--- src/rtl/filt_ctrl.sv ---
// Sequencer in front of the filter datapath: buffers ADC samples in a FIFO, runs one
// start/done transaction per sample and hands each result downstream on valid/ready.
module filt_ctrl #(
    parameter int DATA_W  = 16,
    parameter int FIFO_AW = 3,
    parameter int START_W = 2,
    parameter int TIMEOUT = 255
) (
    input  logic              clk,
    input  logic              rst,
    input  logic              smp_valid,
    input  logic [DATA_W-1:0] smp_data,
    output logic              smp_ready,
    input  logic [1:0]        sel_req,
    input  logic              sel_req_valid,
    output logic              filt_start,
    output logic [1:0]        filt_select,
    output logic [DATA_W-1:0] input_val,
    input  logic [DATA_W-1:0] filt_result,
    input  logic              filt_done,
    output logic              out_valid,
    output logic [DATA_W-1:0] out_data,
    output logic [1:0]        out_sel,
    input  logic              out_ready,
    output logic              busy,
    output logic              ovf_err,
    output logic              tmo_err
);

    localparam int DEPTH  = 1 << FIFO_AW;
    localparam int SCNT_W = (START_W > 1) ? $clog2(START_W) : 1;
    localparam int WCNT_W = $clog2(TIMEOUT + 1);

    localparam logic [FIFO_AW:0]   FULL_CNT   = (FIFO_AW + 1)'(DEPTH);
    localparam logic [SCNT_W-1:0]  START_LAST = SCNT_W'(START_W - 1);
    localparam logic [WCNT_W-1:0]  WAIT_LAST  = WCNT_W'(TIMEOUT - 1);

    typedef enum logic [1:0] {
        S_IDLE,
        S_START,
        S_WAIT,
        S_OUT
    } state_t;

    state_t              state_q, state_d;

    logic [DATA_W-1:0]   fifo_mem [DEPTH];
    logic [FIFO_AW-1:0]  wr_ptr_q, wr_ptr_d;
    logic [FIFO_AW-1:0]  rd_ptr_q, rd_ptr_d;
    logic [FIFO_AW:0]    count_q, count_d;
    logic                smp_ready_q, smp_ready_d;

    logic                pend_valid_q, pend_valid_d;
    logic [1:0]          pend_sel_q, pend_sel_d;
    logic [1:0]          filt_select_q, filt_select_d;

    logic [DATA_W-1:0]   input_val_q, input_val_d;
    logic [SCNT_W-1:0]   start_cnt_q, start_cnt_d;
    logic [WCNT_W-1:0]   wait_cnt_q, wait_cnt_d;
    logic                filt_start_q, filt_start_d;
    logic                filt_done_q, filt_done_d;

    logic                out_valid_q, out_valid_d;
    logic [DATA_W-1:0]   out_data_q, out_data_d;
    logic [1:0]          out_sel_q, out_sel_d;

    logic                busy_q, busy_d;
    logic                ovf_err_q, ovf_err_d;
    logic                tmo_err_q, tmo_err_d;

    logic                push;
    logic                pop;
    logic                done_rise;

    assign push      = smp_valid && smp_ready_q;
    assign done_rise = filt_done && !filt_done_q;

    always_comb begin
        state_d       = state_q;
        pop           = 1'b0;
        pend_valid_d  = pend_valid_q;
        pend_sel_d    = pend_sel_q;
        filt_select_d = filt_select_q;
        input_val_d   = input_val_q;
        start_cnt_d   = start_cnt_q;
        wait_cnt_d    = wait_cnt_q;
        out_valid_d   = out_valid_q;
        out_data_d    = out_data_q;
        out_sel_d     = out_sel_q;
        tmo_err_d     = tmo_err_q;
        ovf_err_d     = ovf_err_q;

        case (state_q)
            S_IDLE: begin
                // A waiting select change goes first so the next sample sees it.
                if (pend_valid_q) begin
                    filt_select_d = pend_sel_q;
                    pend_valid_d  = 1'b0;
                end else if (count_q != '0) begin
                    pop         = 1'b1;
                    input_val_d = fifo_mem[rd_ptr_q];
                    start_cnt_d = '0;
                    state_d     = S_START;
                end
            end
            S_START: begin
                if (start_cnt_q == START_LAST) begin
                    wait_cnt_d = '0;
                    state_d    = S_WAIT;
                end else begin
                    start_cnt_d = start_cnt_q + SCNT_W'(1);
                end
            end
            S_WAIT: begin
                // A result on the final wait cycle still counts as a completion.
                if (done_rise) begin
                    out_data_d  = filt_result;
                    out_sel_d   = filt_select_q;
                    out_valid_d = 1'b1;
                    state_d     = S_OUT;
                end else if (wait_cnt_q == WAIT_LAST) begin
                    tmo_err_d = 1'b1;
                    state_d   = S_IDLE;
                end else begin
                    wait_cnt_d = wait_cnt_q + WCNT_W'(1);
                end
            end
            S_OUT: begin
                if (out_ready) begin
                    out_valid_d = 1'b0;
                    state_d     = S_IDLE;
                end
            end
            default: state_d = S_IDLE;
        endcase

        // A fresh request lands after any apply above, so the newest one is kept.
        if (sel_req_valid && (sel_req != 2'b11)) begin
            pend_valid_d = 1'b1;
            pend_sel_d   = sel_req;
        end

        if (smp_valid && !smp_ready_q) begin
            ovf_err_d = 1'b1;
        end
    end

    always_comb begin
        wr_ptr_d = wr_ptr_q;
        rd_ptr_d = rd_ptr_q;
        count_d  = count_q;
        if (push) begin
            wr_ptr_d = wr_ptr_q + FIFO_AW'(1);
        end
        if (pop) begin
            rd_ptr_d = rd_ptr_q + FIFO_AW'(1);
        end
        case ({push, pop})
            2'b10:   count_d = count_q + (FIFO_AW + 1)'(1);
            2'b01:   count_d = count_q - (FIFO_AW + 1)'(1);
            default: count_d = count_q;
        endcase
        smp_ready_d  = (count_d != FULL_CNT);
        filt_start_d = (state_d == S_START);
        busy_d       = (state_d != S_IDLE) || (count_d != '0);
        filt_done_d  = filt_done;
    end

    // Storage needs no reset; the pointers and count define what is valid.
    always_ff @(posedge clk) begin
        if (push) begin
            fifo_mem[wr_ptr_q] <= smp_data;
        end
    end

    always_ff @(posedge clk) begin
        if (rst) begin
            state_q       <= S_IDLE;
            wr_ptr_q      <= '0;
            rd_ptr_q      <= '0;
            count_q       <= '0;
            smp_ready_q   <= 1'b1;
            pend_valid_q  <= 1'b0;
            pend_sel_q    <= 2'b00;
            filt_select_q <= 2'b00;
            input_val_q   <= '0;
            start_cnt_q   <= '0;
            wait_cnt_q    <= '0;
            filt_start_q  <= 1'b0;
            filt_done_q   <= 1'b0;
            out_valid_q   <= 1'b0;
            out_data_q    <= '0;
            out_sel_q     <= 2'b00;
            busy_q        <= 1'b0;
            ovf_err_q     <= 1'b0;
            tmo_err_q     <= 1'b0;
        end else begin
            state_q       <= state_d;
            wr_ptr_q      <= wr_ptr_d;
            rd_ptr_q      <= rd_ptr_d;
            count_q       <= count_d;
            smp_ready_q   <= smp_ready_d;
            pend_valid_q  <= pend_valid_d;
            pend_sel_q    <= pend_sel_d;
            filt_select_q <= filt_select_d;
            input_val_q   <= input_val_d;
            start_cnt_q   <= start_cnt_d;
            wait_cnt_q    <= wait_cnt_d;
            filt_start_q  <= filt_start_d;
            filt_done_q   <= filt_done_d;
            out_valid_q   <= out_valid_d;
            out_data_q    <= out_data_d;
            out_sel_q     <= out_sel_d;
            busy_q        <= busy_d;
            ovf_err_q     <= ovf_err_d;
            tmo_err_q     <= tmo_err_d;
        end
    end

    assign smp_ready   = smp_ready_q;
    assign filt_start  = filt_start_q;
    assign filt_select = filt_select_q;
    assign input_val   = input_val_q;
    assign out_valid   = out_valid_q;
    assign out_data    = out_data_q;
    assign out_sel     = out_sel_q;
    assign busy        = busy_q;
    assign ovf_err     = ovf_err_q;
    assign tmo_err     = tmo_err_q;

endmodule
--- config.mk ---
export PLATFORM = sky130hd
export DESIGN_NAME = filt_ctrl
export DESIGN_NICKNAME = d
export VERILOG_FILES = /design/src/rtl/filt_ctrl.sv
export SDC_FILE = /design/constraint.sdc
export NUM_CORES = 1
export LEC_CHECK = 0
export BUFFER_PORTS_ARGS = -buffer_cell sky130_fd_sc_hd__buf_2
export CAP_MARGIN = 40
export CORE_ASPECT_RATIO = 1.2
export CORE_UTILIZATION = 45
export DETAILED_ROUTE_END_ITERATION = 8
export REMOVE_ABC_BUFFERS = 1
export SKIP_LAST_GASP = 1
export SYNTH_ARGS = -nofsm -noshare
export SYNTH_HDL_FRONTEND = slang
export SYNTH_SLANG_ARGS = --single-unit
--- constraint.sdc ---
create_clock -name clk -period 5.5 [get_ports clk]
set_input_delay 1.1 -clock clk [delete_from_list [all_inputs] [get_ports clk]]
set_output_delay 1.1 -clock clk [all_outputs]
set_load 0.02 [all_outputs]
==> run summary, run 1 <==
min setup slack post-route: 2.52 ns
Post CTS Setup Buffer Count: 0
Crit Path Max Fanout: 35
Setup Skew: 0.00727 ns
top cells by count, synth: edfxtp_1, dfxtp_1, nand2_1
Worst path max stage delay: 0.47 ns
leading area contributor after synthesis: edfxtp_1
FFs w/ async S/R, synth: 0%
pin count of the biggest net entering global routing: 64
pre-CTS setup slack: 2.25 ns
fmax: 0.335 GHz
pwr/cell area: 457 mW/mm²
Clock H-tree levels: 4
Slew @ Worst Pin: 0.791 ns
Avg Inst Size Synth: 15.0 µm²
GRT Overall Usage: 18.0%
CP Buf/Inv Count: 2
Num CTS Buffers: 17
register area: 0.00519 mm²
Placer Congestion: 0.725
CP Data Required Time: 5.85 ns
Layout area overhead: 16.0%
sequential fraction of the synthesis area: 67.9%
crit path time final: 2.98 ns
most common cell in the synthesized netlist: edfxtp_1
Arrival @ worst endpoint: 3.33 ns
die height: 145 µm
Setup crit end kind: flop
RSZ-0062 raised after global routing: no
Post-Synthesis Cells: 510
dominant synthesized flop cell: edfxtp_1
status: finished clean
# clock sinks: 195
critical path class: reg2reg
Yosys warning count: 0
Final nets: 644
max-slew violation count: 0
Synth area leaders: edfxtp_1, dfxtp_1, mux4_2, nand2_1, a21oi_1
Mapped Area: 0.00764 mm²
critical path, cell by cell: nor4_1, or4_4, clkinv_4, ha_1, inv_1, fa_1, xor2_1, a32o_1, and4_1, a41oi_1
drt initial violations: 270
final setup violating endpoints: 0
Crit path max-delay family: simple AND/OR/NAND/NOR gates
wire length per cell: 17.8 µm
Setup TNS Final: 0 ns
I/O Buffers: 81
Core ar.: 0.0164 mm²
HPWL Detailed: 9.37 mm
Maximum Capacitance Violations: 0
critical path launch point type: flop
Cell variety after synth: 50
worst-skew pair later-pin latency: 0.43 ns
CTS Hold Bufs: 0
first-pass GRT wire length: 23.3 mm
initial antenna violation count: 1
Resized Gates After CTS: 0
top cell type's share of synthesized area: 50.3%
Root Buffer: clkbuf_16
EDFF count, synth: 128
Hold WS: 0.450 ns
router iterations before antenna repair: 4
vias in the first global route: 4,492
Rel. slew slack: 47.1%
Worst VDD drop: 0.000230 V
Synth Register Bits: 195
worst hold path type: reg2reg
DRT Wirelength: 14.7 mm
Max clock buf depth: 2
Clk pin slew, worst setup/hold paths: 0.07 ns
leak pwr: 3.01 nW
footprint of the multi-input gates: 0.00230 mm²
slowest CP cell: or4_4
Fin. Hold Viols: 0
area of the die: 0.0175 mm²
IO Pins: 82
share of cells above drive strength 1: 29.7%
post-route insts no fill: 822
fin crit share: 54.3%
FILL cells: 1,336
row count: 51
CTS tree: built
Routed Antenna Nets: 0
gr ovfl total: 0
Die W: 121 µm
DR vias/cell: 5.32
initial core utilization: 46.6%
via count: 4,375
placed cell count: 789
drc violations: 0
[path summary, 6_finish.rpt]
kind	from	end	slack, ns	cells past startpoint
worst max-delay path	count_q[0]$_SDFF_PP0_	busy$_SDFF_PP0_	2.52	10
worst min-delay path	out_data[9]$_SDFFE_PP0P_	out_data[9]$_SDFFE_PP0P_	0.45	2
worst min register to register	out_data[9]$_SDFFE_PP0P_	out_data[9]$_SDFFE_PP0P_	0.45	2
worst max register to register	count_q[0]$_SDFF_PP0_	busy$_SDFF_PP0_	2.52	10
[final cells by class]
type                    count  share of cell area (%)
repair buffers             95                    5.97
inverters                   8                   0.395
clock buffers              18                    4.96
well taps                 212                    2.99
diodes                      1                  0.0282
clock inverters            14                    1.19
multi-input cells         279                    25.9
flip-flops and latches    195                    58.5
[cell families after synthesis]
group | Yosys count | share of synthesized area, %
AO/OA/AOI/OAI | 71 | 6.62
XOR/XNOR | 6 | 0.688
flip-flops | 195 | 67.9
AND/OR/NAND/NOR | 145 | 9.13
multiplexers | 49 | 11.7
adder cells (fa/ha/maj) | 8 | 1.41
buffers and inverters | 36 | 2.59
[flip-flops by register name, summed over array words and instances, names as in the netlist]
signal        cells
pend_valid_q      1
rd_ptr_q          3
out_valid         1
smp_ready         1
ovf_err           1
wr_ptr_q          3
pend_sel_q        2
busy              1
count_q           4
filt_done_q       1
input_val        16
tmo_err           1
filt_start        1
start_cnt_q       1
out_sel           2
fifo_mem        128
state_q           2
filt_select       2
wait_cnt_q        8
out_data         16
[metal layers]
layer / vias up / track usage (%) / part of all wire (%)
met3: 17 / 3.92 / 5.3
met5: - / 0 / 0
met1: 2139 / 22.3 / 42
met2: 122 / 30.4 / 51
met4: 0 / 7.93 / 1.7
li1: 2097 / - / -
[report_power, final]
group	switching, W	leakage, nW	internal [W]
sequential	0.0000890	1.71	0.00171
clock	0.000540	0.254	0.000595
combinational	0.000639	1.05	0.000473
total	0.00127	3.01	0.00278
[cells in the final DEF, fill, tap and decap left out, types with 4 or more instances in the layout]
| master | count |
|---|---|
| edfxtp_1 | 128 |
| buf_2 | 81 |
| dfxtp_1 | 66 |
| nand2_1 | 54 |
| nor2_1 | 38 |
| a21oi_1 | 36 |
| mux4_2 | 32 |
| mux2i_1 | 17 |
| clkbuf_16 | 17 |
| nand3_1 | 11 |
| a211oi_2 | 11 |
| buf_4 | 11 |
| nor2b_1 | 8 |
| inv_1 | 7 |
| ha_1 | 7 |
| o21ai_0 | 6 |
| a211oi_1 | 6 |
| nor3_1 | 5 |
| clkinv_4 | 4 |
| nand2b_1 | 4 |
| or3_1 | 4 |
| clkinvlp_4 | 4 |
[worst register-to-register path: cells and delay by family (launching register included)]
family / cells / cell delay [ns]
xor gates and xnor gates: 1 / 0.17
AOI/OAI and AO/OA: 2 / 0.46
DFF: 1 / 0.42
buffers and inverters: 2 / 0.36
adders and majority gates: 2 / 0.71
and+or+nand+nor: 3 / 0.78
[metrics by stage]
stage | util [%] | power, W | cell area, µm²
floorplan | - | 0.00264 | 7470
global placement | 50.4 | 0.00292 | 8260
detailed placement | 50.7 | 0.00296 | 8310
CTS | 54.0 | 0.00410 | 8860
global route | 54.0 | 0.00426 | 8860
finish | 54.0 | 0.00405 | 8860
No activity file was read; power rests on OpenSTA's default activity.
==> run 2, diff against run 1 <==
Settings changed: PLACE_DENSITY set to 0.66.
Clock period 5.5 ns to 2.5 ns, I/O delays scaled along.
==> run 2 against run 1 <==
- total power increased by 130%
- final area increased by 1.8%
- clock power increased by 140%
- cell count increased by 1.2%
- non-clock buffer count increased by 11
- critical path depth decreased by 1
- largest cell class unchanged
- combinational power increased by 140%
==> run summary, run 2 (synthesis gave the netlist of run 1 again) <==
status: finished clean
Largest Register: fifo_mem
initial antenna violation count: 0
Hold Path Stages: 3
Post CTS Setup Buffer Count: 0
pin count of the biggest net entering global routing: 38
# clock sinks: 195
share of cells above drive strength 1: 32.4%
critical path, cell by cell: or4_4, clkinv_4, ha_4, inv_1, fa_1, xor2_1, a32o_1, and4_1, a41oi_2
area of the die: 0.0175 mm²
Layout area overhead: 18.1%
first-pass GRT wire length: 22.6 mm
leak pwr: 3.12 nW
FF-to-FF setup slack: 0.08 ns
Post-Place Cell Area: 0.00838 mm²
Crit Path Max Fanout: 5
Max clock buf depth: 2
Hold Startpoint: filt_result[5]
router iterations before antenna repair: 4
Rel. slew slack: 57.2%
I/O Buffers: 81
initial core utilization: 46.6%
slowest CP cell: or4_4
Worst Reg-to-Reg Cells: 9
FILL cells: 1,320
DR vias/cell: 5.36
Routed Antenna Nets: 0
CTS tree: built
commonest non-fill, non-tap cells in the layout: edfxtp_1, buf_2, dfxtp_1, nand2_1, nor2_1
RSZ-0062 raised after global routing: yes
Setup crit end kind: flop
GRT Overall Usage: 17.6%
worst hold path endpoint: out_data[5]$_SDFFE_PP0P_
critical path class: reg2reg
Die W: 121 µm
Worst VDD drop: 0.000569 V
post-route insts no fill: 832
wire length per cell: 17.3 µm
Worst path max stage delay: 0.56 ns
gr ovfl total: 0
Placer Congestion: 0.760
drc violations: 0
DRT Wirelength: 14.4 mm
worst hold path type: in2reg
row count: 51
Clk pin slew, worst setup/hold paths: 0.07 ns
fin crit share: 96.9%
Root Buffer: clkbuf_16
post-layout instance area: 0.00902 mm²
IO Pins: 82
worst-skew pair later-pin latency: 0.43 ns
HPWL Detailed: 8.92 mm
via count: 4,460
die height: 145 µm
Diodes inserted: 0
Fin. Hold Viols: 0
Num CTS Buffers: 17
post-route total power: 0.00934 W
commonest non-fill, non-tap cell in the layout: edfxtp_1
Largest register FFs: 128
Core ar.: 0.0164 mm²
Maximum Capacitance Violations: 0
vias in the first global route: 4,459
drt initial violations: 169
end of the worst register-to-register path: busy$_SDFF_PP0_
placed cell count: 800
CP Data Required Time: 2.85 ns
max-slew violation count: 0
Setup Skew: 0.00852 ns
pwr/cell area: 1040 mW/mm²
Clock H-tree levels: 4
Slew @ Worst Pin: 0.643 ns
crit path time final: 2.42 ns
reg2reg start: pend_valid_q$_SDFFE_PP0P_
Arrival @ worst endpoint: 2.78 ns
final setup violating endpoints: 0
Final nets: 655
critical path launch point type: flop
Setup TNS Final: 0 ns
fmax: 0.413 GHz
## run 2: changes by cell type in the layout (fill, tap and decap cells not counted), sizes merged
cell and change:
clkinv -3, bufinv +1, diode -1, clkbuf -1, buf +11, inv +5
clkinvlp -2
## run 2: critical path: cells and delay by family, from the launching register on
family / cells / cell delay, ns
fa+ha+maj: 2 / 0.52
compound gates: 2 / 0.44
xor+xnor: 1 / 0.17
buf+inv: 2 / 0.13
simple gates: 2 / 0.77
flops: 1 / 0.32
## run 2: per-stage QoR
stage          setup WS [ns]  hold WS (ns)  utilization [%]
6_report              0.0770         0.308             55.0
3_3_place_gp          0.0594         0.439             51.1
2_1_floorplan         -0.227         0.438                -
3_5_place_dp         -0.0149         0.447             51.1
4_1_cts              0.00867         0.294             54.8
5_1_grt              -0.0140         0.294             55.0
## run 2: routing by layer
metal  track usage [%]  vias to the layer above  share of wire, %
met5                 0                        -                 0
met4              5.98                        0               1.4
met3              4.19                       18               5.2
met2              31.0                      109                51
met1              21.0                     2214                42
li1                  -                     2119                 -
## run 2: worst max-delay path by stage
| stage | startpoint | end |
|---|---|---|
| floorplan | smp_ready$_SDFF_PP1_ | fifo_mem[0][0]$_DFFE_PP_ |
| global placement | pend_valid_q$_SDFFE_PP0P_ | busy$_SDFF_PP0_ |
| detailed placement | pend_valid_q$_SDFFE_PP0P_ | busy$_SDFF_PP0_ |
| CTS | pend_valid_q$_SDFFE_PP0P_ | busy$_SDFF_PP0_ |
| global route | pend_valid_q$_SDFFE_PP0P_ | busy$_SDFF_PP0_ |
| finish | pend_valid_q$_SDFFE_PP0P_ | busy$_SDFF_PP0_ |
## run 2: report_power, final
part | leakage (nW) | internal [W] | switching [W]
logic | 1.12 | 0.00121 | 0.00145
clock network | 0.292 | 0.00144 | 0.00129
registers | 1.71 | 0.00377 | 0.000181
## run 2: layout make-up
class | instances | area (µm²) | area share [%]
Inverter | 8 | 35.0 | 0.388
Timing Repair Buffer | 106 | 618 | 6.85
Multi-Input combinational cell | 279 | 2310 | 25.6
Clock inverter | 15 | 180 | 2.00
Tap cell | 212 | 265 | 2.94
Clock buffer | 17 | 425 | 4.72
Sequential cell | 195 | 5190 | 57.5
## run 2: what timing repair did
action / in CTS / in global routing
pin swaps: 0 / 0
hold buffers: 0 / 0
endpoints found under the setup margin: 1 / 2
resized for setup: 1 / 6
